File: config.mk
export PLATFORM = sky130hd
export DESIGN_NAME = lsu_bus_master
export DESIGN_NICKNAME = d
export VERILOG_FILES = /design/src/rtl/lsu_pkg.sv /design/src/rtl/lsu_lane.sv /design/src/rtl/lsu_bus_master.sv
export SDC_FILE = /design/constraint.sdc
export NUM_CORES = 1
export LEC_CHECK = 0
export BUFFER_PORTS_ARGS = -buffer_cell sky130_fd_sc_hd__buf_2
export CORE_UTILIZATION = 30
export CTS_CLUSTER_SIZE = 20
export DETAILED_ROUTE_END_ITERATION = 8
export SYNTH_ARGS = -nofsm -noshare
export SYNTH_HDL_FRONTEND = slang
export SYNTH_HIERARCHICAL = 1
export SYNTH_SLANG_ARGS = --single-unit
File: constraint.sdc
create_clock -name clk -period 1.7 [get_ports clk]
set_input_delay 0.085 -clock clk [delete_from_list [all_inputs] [get_ports clk]]
set_output_delay 0.085 -clock clk [all_outputs]
set_load 0.01 [all_outputs]
File: src/rtl/lsu_pkg.sv
// lsu_pkg: op, exception and state encodings plus the bus payload shared by
// the load/store bus master and its lane helper.
package lsu_pkg;

  localparam int unsigned XLEN  = 32;
  localparam int unsigned CNT_W = 16;

  localparam logic [2:0] OP_LW  = 3'b000;
  localparam logic [2:0] OP_LH  = 3'b001;
  localparam logic [2:0] OP_LHU = 3'b010;
  localparam logic [2:0] OP_LB  = 3'b011;
  localparam logic [2:0] OP_LBU = 3'b100;
  localparam logic [2:0] OP_SW  = 3'b101;
  localparam logic [2:0] OP_SH  = 3'b110;
  localparam logic [2:0] OP_SB  = 3'b111;

  localparam logic [1:0] EXC_NONE     = 2'd0;
  localparam logic [1:0] EXC_MISALIGN = 2'd1;
  localparam logic [1:0] EXC_RANGE    = 2'd2;
  localparam logic [1:0] EXC_TIMEOUT  = 2'd3;

  localparam logic [1:0] S_IDLE = 2'd0;
  localparam logic [1:0] S_BUSY = 2'd1;
  localparam logic [1:0] S_DONE = 2'd2;

  typedef struct packed {
    logic            we;
    logic [XLEN-1:0] addr;
    logic [3:0]      be;
    logic [XLEN-1:0] wdata;
  } bus_req_t;

  function automatic logic is_store(input logic [2:0] op);
    return op[2] & (op[1] | op[0]);
  endfunction

endpackage

File: src/rtl/lsu_lane.sv
// lsu_lane: byte-enable generation and write-lane replication for the request,
// and half/byte extraction with sign/zero extension for the returned word.
module lsu_lane
  import lsu_pkg::*;
(
  input  logic [2:0]      st_op,
  input  logic [1:0]      st_off,
  input  logic [XLEN-1:0] st_wdata,
  output logic [3:0]      be_c,
  output logic [XLEN-1:0] wdata_c,
  input  logic [2:0]      ld_op,
  input  logic [1:0]      ld_off,
  input  logic [XLEN-1:0] ld_word,
  output logic [XLEN-1:0] rdata_c
);

  logic [15:0] half_c;
  logic [7:0]  byte_c;

  // Loads always request the full word; only stores narrow the enables.
  always_comb begin
    be_c    = 4'b1111;
    wdata_c = '0;
    case (st_op)
      OP_SW: wdata_c = st_wdata;
      OP_SH: begin
        be_c    = st_off[1] ? 4'b1100 : 4'b0011;
        wdata_c = {2{st_wdata[15:0]}};
      end
      OP_SB: begin
        be_c    = 4'b0001 << st_off;
        wdata_c = {4{st_wdata[7:0]}};
      end
      default: begin end
    endcase
  end

  always_comb begin
    half_c = ld_off[1] ? ld_word[31:16] : ld_word[15:0];
    byte_c = ld_word[7:0];
    case (ld_off)
      2'd1:    byte_c = ld_word[15:8];
      2'd2:    byte_c = ld_word[23:16];
      2'd3:    byte_c = ld_word[31:24];
      default: byte_c = ld_word[7:0];
    endcase
    rdata_c = '0;
    case (ld_op)
      OP_LW:   rdata_c = ld_word;
      OP_LH:   rdata_c = {{16{half_c[15]}}, half_c};
      OP_LHU:  rdata_c = {16'h0000, half_c};
      OP_LB:   rdata_c = {{24{byte_c[7]}}, byte_c};
      OP_LBU:  rdata_c = {24'h000000, byte_c};
      default: rdata_c = '0;
    endcase
  end

endmodule

File: src/rtl/lsu_bus_master.sv
// lsu_bus_master: MEM-stage load/store initiator on a word-addressed,
// byte-enabled data bus. Optional LSU_TRACE_EN prints stores and exceptions.
module lsu_bus_master
  import lsu_pkg::*;
#(
  parameter logic [XLEN-1:0] MEM_LO  = 32'h0000_0000,
  parameter logic [XLEN-1:0] MEM_HI  = 32'h0000_2fff,
  parameter int unsigned     TIMEOUT = 255
) (
  input  logic            clk,
  input  logic            reset,
  input  logic            req_valid,
  input  logic [2:0]      op,
  input  logic [XLEN-1:0] addr,
  input  logic [XLEN-1:0] wdata,
  output logic            stall,
  output logic            done,
  output logic [XLEN-1:0] rdata,
  output logic            exc,
  output logic [1:0]      exc_code,
  output logic            mem_req,
  output logic            mem_we,
  output logic [XLEN-1:0] mem_addr,
  output logic [3:0]      mem_be,
  output logic [XLEN-1:0] mem_wdata,
  input  logic            mem_ack,
  input  logic [XLEN-1:0] mem_rdata
);

  localparam logic [CNT_W-1:0] CNT_LAST = CNT_W'(TIMEOUT - 1);

  logic [1:0]      state_q, state_d;
  logic [CNT_W-1:0] cnt_q, cnt_d;
  bus_req_t        bus_q, bus_d;
  logic            req_q, req_d;
  logic [2:0]      op_q, op_d;
  logic [1:0]      off_q, off_d;
  logic            done_q, done_d;
  logic            exc_q, exc_d;
  logic [1:0]      code_q, code_d;
  logic [XLEN-1:0] rdata_q, rdata_d;

  logic            misalign_c, range_err_c;
  logic [3:0]      be_c;
  logic [XLEN-1:0] wrep_c, rext_c;

  always_comb begin
    misalign_c = 1'b0;
    case (op)
      OP_LW, OP_SW:         misalign_c = (addr[1:0] != 2'b00);
      OP_LH, OP_LHU, OP_SH: misalign_c = addr[0];
      default:              misalign_c = 1'b0;
    endcase
  end

  // Single unsigned compare: addresses below MEM_LO wrap to a large offset.
  assign range_err_c = (addr - MEM_LO) > (MEM_HI - MEM_LO);

  lsu_lane u_lane (
    .st_op    (op),
    .st_off   (addr[1:0]),
    .st_wdata (wdata),
    .be_c     (be_c),
    .wdata_c  (wrep_c),
    .ld_op    (op_q),
    .ld_off   (off_q),
    .ld_word  (mem_rdata),
    .rdata_c  (rext_c)
  );

  always_comb begin
    state_d = state_q;
    cnt_d   = cnt_q;
    bus_d   = bus_q;
    bus_d.we = 1'b0;
    req_d   = 1'b0;
    op_d    = op_q;
    off_d   = off_q;
    done_d  = 1'b0;
    exc_d   = 1'b0;
    code_d  = EXC_NONE;
    rdata_d = '0;
    case (state_q)
      S_IDLE: begin
        cnt_d = '0;
        if (req_valid) begin
          if (misalign_c || range_err_c) begin
            state_d = S_DONE;
            done_d  = 1'b1;
            exc_d   = 1'b1;
            code_d  = misalign_c ? EXC_MISALIGN : EXC_RANGE;
          end else begin
            state_d    = S_BUSY;
            req_d      = 1'b1;
            bus_d.we   = is_store(op);
            bus_d.addr = {addr[XLEN-1:2], 2'b00};
            bus_d.be   = be_c;
            bus_d.wdata = wrep_c;
            op_d       = op;
            off_d      = addr[1:0];
          end
        end
      end
      S_BUSY: begin
        cnt_d = cnt_q + CNT_W'(1);
        if (mem_ack) begin
          state_d = S_DONE;
          done_d  = 1'b1;
          rdata_d = rext_c;
        end else if (cnt_q == CNT_LAST) begin
          state_d = S_DONE;
          done_d  = 1'b1;
          exc_d   = 1'b1;
          code_d  = EXC_TIMEOUT;
        end else begin
          req_d    = 1'b1;
          bus_d.we = bus_q.we;
        end
      end
      S_DONE:  state_d = S_IDLE;
      default: state_d = S_IDLE;
    endcase
  end

  always_ff @(posedge clk) begin
    if (reset) begin
      state_q <= S_IDLE;
      cnt_q   <= '0;
      bus_q   <= '0;
      req_q   <= 1'b0;
      op_q    <= OP_LW;
      off_q   <= '0;
      done_q  <= 1'b0;
      exc_q   <= 1'b0;
      code_q  <= EXC_NONE;
      rdata_q <= '0;
    end else begin
      state_q <= state_d;
      cnt_q   <= cnt_d;
      bus_q   <= bus_d;
      req_q   <= req_d;
      op_q    <= op_d;
      off_q   <= off_d;
      done_q  <= done_d;
      exc_q   <= exc_d;
      code_q  <= code_d;
      rdata_q <= rdata_d;
    end
  end

  assign stall     = ((state_q == S_IDLE) && req_valid) || (state_q == S_BUSY);
  assign done      = done_q;
  assign rdata     = rdata_q;
  assign exc       = exc_q;
  assign exc_code  = code_q;
  assign mem_req   = req_q;
  assign mem_we    = bus_q.we;
  assign mem_addr  = bus_q.addr;
  assign mem_be    = bus_q.be;
  assign mem_wdata = bus_q.wdata;

`ifdef LSU_TRACE_EN
  logic [XLEN-1:0] merged_c;

  always_comb begin
    for (int i = 0; i < 4; i++)
      merged_c[8*i +: 8] = bus_q.be[i] ? bus_q.wdata[8*i +: 8] : mem_rdata[8*i +: 8];
  end

  always_ff @(posedge clk) begin
    if (!reset && (state_q == S_BUSY) && mem_ack && bus_q.we)
      $display("[LSU] %0t store addr=%08h word=%08h", $time, bus_q.addr, merged_c);
    if (!reset && exc_d)
      $display("[LSU] %0t exception code=%0d addr=%08h", $time, code_d,
               (state_q == S_IDLE) ? addr : bus_q.addr);
  end
`endif

endmodule

======== After elaboration in Yosys (flattened, before gate mapping) ========
Cells that the tools add are included.
storage, ports and cells
  ROM bits ................................ 0
  bits in latches ......................... 0
  output and inout bits ................... 107
  bits in registers ....................... 127
  RAM bits ................................ 0
  bits of input ports ..................... 103
  memories ................................ 0
  logic and storage cells ................. 86
cells by class
  magnitude comparators ................... 1
  multiplexer cells ....................... 36
  add/sub/neg operators ................... 1
  reduce and logical (&&, ||, !) cells .... 13
  bitwise operators ....................... 5
  shift operators ......................... 1
  divide/modulo/power cells ............... 0
  equality and inequality tests ........... 16
  multiply operators ...................... 0
operators with widths
  operator                 number
  $pmux W32 S5             1
  $mux W69                 2
  $pmux W32 S3             1
  $gt A32 B14 Y1 const B   1
  $pmux W16 S2             1
  $pmux W8 S3              1
  $mux W2                  9
  $add A16 B1 Y16 const B  1
  $eq A16 B8 Y1 const B    1
  $mux W16                 1
  $eq A3 B3 Y1 const B     4
  $mux W1                  11
  $pmux W1 S2              5
  $eq A3 B2 Y1 const B     3
  $pmux W2 S2              2
  $pmux W4 S2              1
  $eq A3 B1 Y1 const B     2
  $logic_not A3 Y1         2
  $reduce_or A3 Y1         2
  $eq A2 B1 Y1 const B     2
  $eq A2 B2 Y1 const B     2
  $mux W4                  1
  $reduce_bool A2 Y1       2
  $shl A1 B2 Y4 const A    1
  11 further kinds         14

======== Longest topological paths before layout ========
  depth after elaboration ................. 7
  mapped depth ............................ 7
  depth with buffers taken out ............ 6

======== Cells and area by module ========
Netlist, hierarchy kept.
modules (own cells, without submodules)
  module          area an instance (um^2)  seq. area each (um^2)  instances  cells an instance
  lsu_bus_master  4906.0                   2542.4                 1          478
  lsu_lane        1463.9                   0.0                    1          203

======== Least setup slack after synthesis ========
No wires, ideal clock.
  kind .................................... register -> register
  start point ............................. register cnt_q[11]
  end point ............................... register done_q (netlist: done)
  slack ................................... 2 ps
  arrival time ............................ 1602 ps
  clock period less this slack ............ 1698 ps
  stages on the path, launching flop included .. 5
  buffers on the path ..................... 0
  setup time .............................. 96 ps
  data required time ...................... 1604 ps
  cell sequence ........................... dfxtp_1 or4_4 or4_4 nand2_2 nor4b_1
on the way
  longest elaborated chain between the ends .. 4
RTL lines
  what                    RTL line               text
  from (decl)             lsu_bus_master.sv:33   logic [CNT_W-1:0] cnt_q, cnt_d;
  from (signal assigned)  lsu_bus_master.sv:139  cnt_q <= cnt_d;
  $eq A16 B8 Y1           lsu_bus_master.sv:110  end else if (cnt_q == CNT_LAST) begin
  $mux W1                 lsu_bus_master.sv:110
  $mux W1                 lsu_bus_master.sv:106  if (mem_ack) begin
  $pmux W1 S2             lsu_bus_master.sv:83   case (state_q)
  to (signal assigned)    lsu_bus_master.sv:144  done_q <= done_d;
  to (decl)               lsu_bus_master.sv:38   logic done_q, done_d;
Every way passes these cells.
A chain may end at the register's enable or synchronous reset.

======== Worst setup path after layout ========
  start point ............................. register cnt_q[15]
  end point ............................... register done_q (netlist: done)
The elaborated chain is that of the path after synthesis.

==> run_summary.xml <==
<?xml version="1.0" encoding="UTF-8"?>
<metrics>
  <group name="route">
    <metric name="route.detailed.vias_per_inst" unit="">4.60</metric>
    <metric name="route.antenna.remaining_nets" unit="">0</metric>
    <metric name="routed_wl" unit="um">17900</metric>
    <metric name="drc" unit="">0</metric>
    <metric name="dr.pass1.iters" unit="">4</metric>
    <metric name="avgRoutedWirePerCell" unit="um">14.7</metric>
    <metric name="first_iter_violations" unit="">186</metric>
    <metric name="via_count" unit="">5624</metric>
  </group>
  <group name="cells_and_area">
    <metric name="area_delta_synth_final" unit="%">39.7</metric>
    <metric name="nFillCells" unit="">2054</metric>
    <metric name="ratio_of_cells_with_drive_above_1_in_the_final_layout" unit="%">35.9</metric>
    <metric name="final_core_util" unit="%">43.4</metric>
    <metric name="design.final.nets" unit="">1044</metric>
    <metric name="fin_area" unit="sq um">8900</metric>
    <metric name="n_antenna_cell" unit="">0</metric>
  </group>
  <group name="global_route">
    <metric name="wire_length_of_the_first_global_routing_pass" unit="um">28800</metric>
    <metric name="gr-total-overflow" unit="">0</metric>
    <metric name="grt_max_degree" unit="">86</metric>
    <metric name="via_count_of_the_first_global_routing_pass" unit="">5619</metric>
    <metric name="gr-usage-all-layers" unit="%">16.7</metric>
    <metric name="initial_antenna_violation_count" unit="">2</metric>
  </group>
  <group name="yosys">
    <metric name="netlist_top_cells_area" unit="">dfxtp_1 40%, mux2i_1 11%, nand2b_1 11%</metric>
    <metric name="synth_enable_flop_cells" unit="">0</metric>
    <metric name="synth.yosys.seq_area_share" unit="%">39.9</metric>
    <metric name="top_cell_type_by_total_area_after_synthesis" unit="">dfxtp_1</metric>
    <metric name="synthMostInstantiatedCell" unit="">dfxtp_1</metric>
    <metric name="post_synth.cell_area_avg" unit="sq um">9.35</metric>
    <metric name="synth_area" unit="sq um">6370</metric>
    <metric name="synth-main-ff-cell" unit="">dfxtp_1</metric>
    <metric name="synth_common_cells" unit="">127 x dfxtp_1, 110 x nand2b_1, 69 x mux2i_1</metric>
    <metric name="netlist_instances" unit="">681</metric>
    <metric name="synth_largest_type_area_fraction" unit="%">39.9</metric>
    <metric name="postSynthRegisterBits" unit="">127</metric>
    <metric name="synth_cell_type_count" unit="">58</metric>
    <metric name="yosys_warnings" unit="">6</metric>
    <metric name="fraction_of_registers_with_async_set_reset" unit="%">0</metric>
  </group>
  <group name="cts">
    <metric name="clk_path_buf_depth" unit="">2</metric>
    <metric name="clkLatencyLatePin" unit="ps">420</metric>
    <metric name="clock_tree.root_cell" unit="">clkbuf_16</metric>
    <metric name="numCtsBuffers" unit="">17</metric>
    <metric name="cts_num_sinks" unit="">127</metric>
    <metric name="cts_tree" unit="">built</metric>
    <metric name="ctsHtreeMaxLevel" unit="">4</metric>
    <metric name="clkSlewWorstSetupHoldPaths" unit="ps">60</metric>
  </group>
  <group name="run_status">
    <metric name="failed_checks" unit="">negative setup slack</metric>
    <metric name="result_of_the_run" unit="">finished with violations</metric>
  </group>
  <group name="floorplanning">
    <metric name="placeableCoreArea" unit="sq um">20500</metric>
    <metric name="die_height" unit="um">148</metric>
    <metric name="pin_count" unit="">210</metric>
    <metric name="fp-row-count" unit="">52</metric>
    <metric name="die_width" unit="um">148</metric>
    <metric name="floorplan.initialDensity" unit="%">31.1</metric>
    <metric name="floorplan.die_area" unit="sq um">21800</metric>
  </group>
  <group name="place">
    <metric name="placed_standard_cell_area" unit="sq um">7970</metric>
    <metric name="final_wtd_congestion" unit="">0.836</metric>
    <metric name="port_bufs" unit="">207</metric>
    <metric name="pre_cts_slack" unit="ps">-75.2</metric>
    <metric name="dp.final_hpwl" unit="um">12800</metric>
  </group>
  <group name="timing">
    <metric name="final.setup_skew" unit="ps">12.9</metric>
    <metric name="final_period_minus_worst_setup_slack" unit="ps">1700</metric>
    <metric name="worst_slew_margin_rel" unit="%">56.3</metric>
    <metric name="finalSetupViolCount" unit="">1</metric>
    <metric name="rsz0062_at_grt" unit="">yes</metric>
    <metric name="period_share" unit="%">100</metric>
    <metric name="peak_freq" unit="MHz">587</metric>
    <metric name="worstMarginPinSlew" unit="ps">655</metric>
    <metric name="finalMaxSlewViolations" unit="">0</metric>
    <metric name="fin_ws" unit="ps">-4.24</metric>
    <metric name="final.hold.worst_slack" unit="ps">19.0</metric>
    <metric name="final_hold_viol_count" unit="">0</metric>
  </group>
  <group name="setup_path">
    <metric name="cp_cell_sequence" unit="">or4_4 &gt; or4_4 &gt; nand2_4 &gt; nor4b_4</metric>
    <metric name="crit_family" unit="">simple AND/OR/NAND/NOR gates</metric>
    <metric name="timing.critical_path.fanout_max" unit="">4</metric>
    <metric name="crit_required" unit="ps">2020</metric>
    <metric name="critPathSlowestCell" unit="">or4_4</metric>
    <metric name="cp-end-kind" unit="">flop</metric>
    <metric name="path_class" unit="">reg -&gt; reg</metric>
    <metric name="crit_arrival" unit="ps">2030</metric>
    <metric name="critPathMaxStageDelay" unit="ps">530</metric>
    <metric name="cp.buffers_inverters" unit="">0</metric>
    <metric name="timing.critical_path.from_type" unit="">flop</metric>
    <metric name="crit_path_frequent_cell" unit="">or4_4</metric>
  </group>
  <group name="run">
    <metric name="count_of_maximum_capacitance_violations" unit="">0</metric>
  </group>
  <group name="power">
    <metric name="ir_worst_vdd" unit="mV">0.530</metric>
    <metric name="p_total" unit="mW">7.09</metric>
    <metric name="power.density_cell_area" unit="nW/um^2">796</metric>
    <metric name="power_leakage" unit="nW">3.89</metric>
  </group>
  <group name="hold_path">
    <metric name="holdCritPathClass" unit="">in -&gt; reg</metric>
  </group>
</metrics>
state kept, by name, indices dropped and copies added, names as in the netlist:
signal,cells
mem_wdata,32
rdata,32
mem_addr,30
cnt_q,16
mem_be,4
op_q,3
exc_code,2
off_q,2
state_q,2
done,1
exc,1
mem_req,1
mem_we,1
worst register-to-register path, cell delays in order (launching register included):
cell and delay, ps:
dfxtp_2 320, or4_4 530, or4_4 520, nand2_4 90
nor4b_4 170
power breakdown:
| group | switching, mW | internal (mW) |
|---|---|---|
| Sequential | 0.00517 | 2.98 |
| Combinational | 0.301 | 0.328 |
| Clock | 1.44 | 2.03 |
| Total | 1.75 | 5.34 |
layout make-up:
class	count	area [sq um]	share of cell area, %
clock buffer	17	425	4.78
clock inverter	15	135	1.52
inverter	14	52.6	0.591
multi-input combinational	492	3600	40.5
sequential	127	2550	28.6
tap	270	338	3.80
timing repair buffer	287	1800	20.2
layout by cell type (no fill, tap or decap), types with 5 or more instances in the layout:
master,count
buf_2,207
dfxtp_1,123
nand2b_1,110
mux2i_1,69
buf_4,51
and2_1,40
nand2_1,38
nor2_1,20
nor3b_1,20
nor2b_1,20
dlygate4sd3_1,20
clkbuf_16,19
a22oi_1,16
o21ai_0,15
inv_1,13
nand3_1,12
o21ai_1,10
a21oi_1,9
mux2_2,9
a21boi_0,9
nor4_1,7
xnor2_1,7
mux4_2,7
o22ai_1,7
xor2_1,5
inv_6,5
buf_12,5
path summary, 6_finish.rpt:
kind                               startpoint   endpoint  slack, ps  cells after the start
worst max-delay path                cnt_q[15]       done         -4                      4
worst min-delay path            mem_rdata[21]  rdata[21]         20                      4
worst max register to register      cnt_q[15]       done         -4                      4
worst min register to register      mem_be[0]  mem_be[0]        470                      2
layer usage:
| metal | GRT usage, % | up-vias | share of wire (%) |
|---|---|---|---|
| li1 | - | 2847 | - |
| met1 | 20.9 | 2617 | 46 |
| met2 | 27.5 | 139 | 48 |
| met3 | 4.51 | 19 | 4.6 |
| met4 | 5.93 | 2 | 1.6 |
| met5 | 0 | - | 0.072 |
what timing repair did:
item                                    CTS  global route
endpoints found under the setup margin    3            92
gates cloned                              0             2
gates resized for setup                   6            14
hold endpoints to repair                 22             0
pin swaps                                 2             3
buffers inserted                          1             1
hold buffers                             20             0
cell families (layout without fill, tap and decap cells):
group           Yosys count  after routing  share of synthesized area [%]
flops                   127            127                           39.9
other cells               1              2                         0.0589
xor+xnor                 12             12                           1.65
compound gates           87             87                           9.11
fa+ha+maj                 2              2                          0.393
simple gates            301            301                           28.1
mux                      88             88                           15.7
buf+inv                  63            333                           5.07
metrics by stage:
step / instances / TNS (ps)
after floorplan: 682 / 0
after global placement: 1166 / -1630
after detailed placement: 1166 / -989
after CTS: 1219 / -41.2
after global routing: 1222 / -254
final: 1222 / -4.24
Note: power is estimated with default switching activity, not from simulation.
